===== src/rtl/pc_pkg.sv =====
// Shared definitions for the program counter: default address width, reset
// address, the address typedef and the next-address source encoding.
package pc_pkg;

    // Default instruction address width and the address loaded on reset.
    localparam int PC_W   = 5;
    localparam int RST_PC = 0;

    // Instruction address at the default width.
    typedef logic [PC_W-1:0] pc_addr_t;

    // Source of the next program counter value.
    typedef enum logic [1:0] {
        SEL_HOLD = 2'd0,
        SEL_JUMP = 2'd1,
        SEL_WRAP = 2'd2,
        SEL_INC  = 2'd3
    } next_sel_e;

    // Choose the next-address source from the control inputs. Priority is
    // hold, then jump, then wrap, then sequential increment.
    function automatic next_sel_e pick_next(
        input logic pc_en,
        input logic jump_en,
        input logic at_bottom
    );
        if (!pc_en) begin
            return SEL_HOLD;
        end
        if (jump_en) begin
            return SEL_JUMP;
        end
        if (at_bottom) begin
            return SEL_WRAP;
        end
        return SEL_INC;
    endfunction

endpackage


===== src/rtl/pc_next.sv =====
// Combinational next-address selection for program_counter.
// Build option: define PC_WRAP_EN to make a sequential advance from
// wrap_bottom return to wrap_top. Without it the window inputs are ignored
// and the counter simply increments modulo 2^PC_W except on a jump.
module pc_next
    import pc_pkg::*;
#(
    parameter int PC_W = pc_pkg::PC_W
) (
    input  logic [PC_W-1:0] pc,
    input  logic [PC_W-1:0] wrap_top,
    input  logic [PC_W-1:0] wrap_bottom,
    input  logic [PC_W-1:0] jump,
    input  logic            jump_en,
    input  logic            pc_en,
    output logic [PC_W-1:0] next_pc
);

    logic [PC_W-1:0] inc_pc;
    logic            at_bottom;
    next_sel_e       sel;

    // Sequential successor; the natural overflow gives the modulo wrap.
    assign inc_pc = pc + 1'b1;

`ifdef PC_WRAP_EN
    // Wrap only on an exact match with the window end; an address outside
    // the window keeps counting until it lands on wrap_bottom.
    assign at_bottom = (pc == wrap_bottom);
`else
    // Window inputs have no effect in this build.
    logic unused_window;
    assign unused_window = ^{wrap_top, wrap_bottom};
    assign at_bottom     = 1'b0;
`endif

    // Pick the next-address source and drive the selected value.
    always_comb begin
        sel     = pick_next(pc_en, jump_en, at_bottom);
        next_pc = pc;
        case (sel)
            SEL_HOLD: next_pc = pc;
            SEL_JUMP: next_pc = jump;
`ifdef PC_WRAP_EN
            SEL_WRAP: next_pc = wrap_top;
`else
            SEL_WRAP: next_pc = inc_pc;
`endif
            SEL_INC:  next_pc = inc_pc;
            default:  next_pc = pc;
        endcase
    end

endmodule


===== src/rtl/program_counter.sv =====
// Program counter register with asynchronous active-high reset.
// Next-address selection (hold / jump / wrap / increment) is done in pc_next.
// Build option: PC_WRAP_EN enables the wrap_top/wrap_bottom program window.
module program_counter
    import pc_pkg::*;
#(
    parameter int PC_W   = pc_pkg::PC_W,
    parameter int RST_PC = pc_pkg::RST_PC
) (
    input  logic            clk,
    input  logic            rst,
    input  logic [PC_W-1:0] wrap_top,
    input  logic [PC_W-1:0] wrap_bottom,
    input  logic [PC_W-1:0] jump,
    input  logic            jump_en,
    input  logic            pc_en,
    output logic [PC_W-1:0] pc
);

    localparam logic [PC_W-1:0] RST_VAL = PC_W'(RST_PC);

    logic [PC_W-1:0] next_pc;

    pc_next #(
        .PC_W (PC_W)
    ) u_pc_next (
        .pc          (pc),
        .wrap_top    (wrap_top),
        .wrap_bottom (wrap_bottom),
        .jump        (jump),
        .jump_en     (jump_en),
        .pc_en       (pc_en),
        .next_pc     (next_pc)
    );

    // PC register: reset forces the start address at once, otherwise load the
    // selected next address on each rising edge.
    always_ff @(posedge clk or posedge rst) begin
        if (rst) begin
            pc <= RST_VAL;
        end else begin
            pc <= next_pc;
        end
    end

endmodule


===== config.mk =====
export PLATFORM = sky130hd
export DESIGN_NAME = program_counter
export DESIGN_NICKNAME = d
export VERILOG_FILES = /design/src/rtl/pc_pkg.sv /design/src/rtl/pc_next.sv /design/src/rtl/program_counter.sv
export SDC_FILE = /design/constraint.sdc
export NUM_CORES = 1
export LEC_CHECK = 0
export ABC_AREA = 0
export CAP_MARGIN = 20
export CORE_AREA = 2 2 39 41
export CTS_CLUSTER_DIAMETER = 100
export DETAILED_ROUTE_END_ITERATION = 8
export DIE_AREA = 0 0 41 43
export PLACE_DENSITY = 0.63
export RECOVER_POWER = 100
export SETUP_SLACK_MARGIN = 0.15
export SLEW_MARGIN = 40
export SYNTH_ARGS = -nofsm -noshare
export SYNTH_HDL_FRONTEND = slang
export SYNTH_HIERARCHICAL = 1
export SYNTH_SLANG_ARGS = --single-unit

===== constraint.sdc =====
create_clock -name clk -period 3.55 [get_ports clk]
set_clock_uncertainty 0.15 [all_clocks]
set_input_delay 0.71 -clock clk [delete_from_list [all_inputs] [get_ports clk]]
set_output_delay 0.71 -clock clk [all_outputs]
set_load 0.1 [all_outputs]

Word-level counts from Yosys, hierarchy flattened
Cells that the tools add are included.
{"block": "word_totals", "ff_bits": 5, "input_bits": 19, "output_inout_bits": 5, "elab_cells": 17}
{"block": "classes", "addsub": 1, "eq_ne": 3, "muxes": 10, "n_reduce_logical": 2}
{"operator": "2-bit 2-to-1 mux", "n": 5}
{"operator": "5-bit case mux with 2 select lines", "n": 1}
{"operator": "5-bit by 1-bit adder with 5-bit output (second input constant)", "n": 1}
{"operator": "2-bit == test (second input constant)", "n": 2}
{"operator": "1-bit 2-to-1 mux", "n": 4}
{"operator": "2-bit by 1-bit == test with 1-bit output (second input constant)", "n": 1}
{"operator": "2-bit zero test", "n": 1}
{"operator": "2-bit OR reduction", "n": 1}

Longest topological paths before layout
{"block": "depth", "depth_word": 10, "mapped_depth": 4, "mapped_depth_nobuf": 4}

By module
The synthesis kept the hierarchy.
{"mod": "pc_next", "instances": 1, "cells_each": 24, "area_per_inst_um2": 163.9, "seq_area_each_um2": 0.0}
{"mod": "program_counter", "instances": 1, "cells_each": 6, "area_per_inst_um2": 128.9, "seq_area_each_um2": 125.1}

Worst setup path before layout
OpenSTA, ideal clock, no wires.
{"block": "synth_timing", "kind": "flip-flop to flip-flop", "start": "register pc[0]", "end": "register pc[4]", "setup_time_ns": 0.126, "arrival_time_ns": 1.621, "required_time_ns": 3.274, "slack_ns": 1.653, "stages_incl_launch_ff": 5, "path_buffers": 0, "period_less_slack_ns": 1.897, "cell_sequence": "dfrtp_1 -> ha_1 -> nand4_1 -> mux2i_1 -> a21oi_1"}
{"block": "synth_between", "elab_chain_cells": 2}
{"element": "start: declaration", "line_no": "program_counter.sv:17", "text": "output logic [PC_W-1:0] pc"}
{"element": "start signal: assignment", "line_no": "program_counter.sv:42", "text": "pc <= next_pc;"}
{"element": "5-bit by 1-bit adder with 5-bit output", "line_no": "pc_next.sv:24", "text": "assign inc_pc = pc + 1'b1;"}
{"element": "5-bit case mux with 2 select lines", "line_no": "pc_next.sv:41", "text": "case (sel)"}
{"element": "named net next_pc[4]", "line_no": "program_counter.sv:22", "text": "logic [PC_W-1:0] next_pc;"}
The timed path passes the listed nets, and every way through them passes these cells.
A chain may end at the register's enable or synchronous reset.

Worst setup path in the final report
{"block": "layout_timing", "start": "register pc[2]", "end": "output pc[2]"}
No word-level cell between the ends.

==> out/summary.txt <==
minimum clock period after layout = 2.45 ns
CTS sink count = 5
GR Util All Layers = 8.38%
endpoints failing hold = 0
Initial Util = 21.2%
CTS tree = yes
drt total wl = 677 um
FF-to-FF Start = pc[0]
antenna violations before repair = 0
Synth async-reset ratio = 100%
CTS Buffer Depth = 2
Max H-tree Level = 1
Die ar. = 1760 um^2
fin. max-slew vios = 0
remaining global-route overflow = 0
clk root buf = clkbuf_4
Synth Instances = 30
area grow syn2layout = 44.0%
via count = 280
Hold Path Sink = pc[4]
Resized cells post-CTS = 0
site row count = 14
status = completed
sequential fraction of the synthesis area = 42.7%
Reg clk slew, reported paths = 0.05 ns
biggest regs = pc: 5 flops
worst path bufs/invs = 1
worst min path class = flop to flop
Final period util = 68.9%
total CTS buffers = 3
Yosys reg bits = 5
synthesized area per cell = 9.76 um^2
Post-synth top cells = a21oi_1, dfrtp_1, mux2i_1, nor2_1
Post-layout nets = 66
hold path cells = 2
Hold Startpoint = pc[4]
Area contributors post-synth = dfrtp_1, a21oi_1, mux2i_1, a22o_1, a31o_2
first-pass GRT wire length = 1.01 mm
DIE WIDTH = 41 um
1st-iter DRT viols = 2
RSZ-0062 raised after global routing = false
Syn. warnings = 6
P_leak = 0.174 nW
Post-Place Cell Area = 414 um^2
Critical R2R Capture = pc[4]
Max Cap Viol = 0
Slowest-stage cell, CP = clkbuf_1
Pre-antenna DRT Iters = 3
largest net degree at the start of global routing = 11
GP Congestion = 0.752
PwrDens = 632 nW/um^2
# port buffers = 13
Fmax = 0.409 GHz
cell family with most CP delay = buffers and inverters
Synth area leader = dfrtp_1
final cell count without fillers = 61
layout cells sized above 1 = 13.3%
DRT antenna net count = 0
WL/cell = 11.1 um
Slew @ Worst Pin = 1.16 ns
vias in the first global route = 270
number of synthesized flops with an enable pin = 0
Mapped Nets = 50
worst setup margin = 1.10 ns
count leader, synth = a21oi_1
setup TNS = 0 ns
Via density = 4.59
height of the chip = 43 um
crit-path cells = clkbuf_1
Final Total Pwr = 0.266 mW
Top reg by flops = pc
max reg flops = 5
dpl cells = 57
Synth Cell Area = 293 um^2
Distinct cells, synth = 13
worst skew pair latency = 0.24 ns
flop-to-flop setup slack = 2.15 ns
Top FF cell, synth = dfrtp_1
Setup Crit Path Kind = flop to output port
crit end category = output port
Hold WS = 0.414 ns
crit path DAT = 1.59 ns
antenna cells = 0
crit path launch type = flop
pre-CTS setup slack = 1.41 ns
CTS Hold Bufs = 0
Setup violations, final = 0
Synth top area share = 42.7%
Max stage delay on crit path = 0.89 ns
critical path data required time = 2.69 ns
final core utilization = 30.5%
Worst IR Drop VDD = 189 uV
Post-CTS Repair Setup Buffers = 0
crit-path max FO = 7
top-level I/O count = 24
Finished Cell Area = 422 um^2
Register-to-Register Path Depth = 4
Slew HR = 23.3%
DRC viols = 0
core area = 1380 um^2
## logic make-up (layout without fill, tap and decap cells)
logic type | count (synthesis) | after routing | synth area share, %
muxes | 3 | 3 | 10.3
DFF | 5 | 5 | 42.7
buffers and inverters | 3 | 18 | 6.83
and+or+nand+nor | 6 | 6 | 10.3
adders and majority gates | 1 | 1 | 4.27
AOI/OAI and AO/OA | 12 | 12 | 25.6
## area by class of cell
| cell class | instances | area [um^2] |
|---|---|---|
| fill | 166 | 962 |
| timing repair buffer | 13 | 98.8 |
| multi-input combinational | 22 | 148 |
| clock buffer | 4 | 26.3 |
| tap | 16 | 20.0 |
| sequential | 5 | 125 |
| inverter | 1 | 3.75 |
## metal layers
layer / global-route usage, % / wire length [um] / vias to the layer above
met5: 0 / 0 / -
met4: 4.00 / 0 / 0
met3: 3.14 / 38 / 0
met2: 13.1 / 324 / 7
met1: 9.48 / 314 / 131
li1: - / - / 142
## where the power goes
part | leakage (nW) | internal [mW] | switching (mW)
clock network | 0.0150 | 0.0425 | 0.0237
logic | 0.102 | 0.0252 | 0.0934
registers | 0.0568 | 0.0671 | 0.0144
## how the worst max path moves through the flow
stage	startpoint	end	cells after the start
6_report	pc[2]	pc[2]	1
3_5_place_dp	jump_en	pc[2]	4
5_1_grt	pc[2]	pc[2]	1
3_3_place_gp	jump_en	pc[2]	4
4_1_cts	pc[2]	pc[2]	1
2_1_floorplan	pc[0]	pc[4]	4
## placed cells by master (no fill, tap or decap), drive strengths merged
master and instances:
a31o 2, nand4 2, o21ai 1, a21oi 7, mux2i 3, clkbuf 9
dlygate4sd3 2, clkdlybuf4s50 6, a22o 2, dfrtp 5, nor2 4, ha 1
inv 1
No activity file was read; power rests on OpenSTA's default activity.
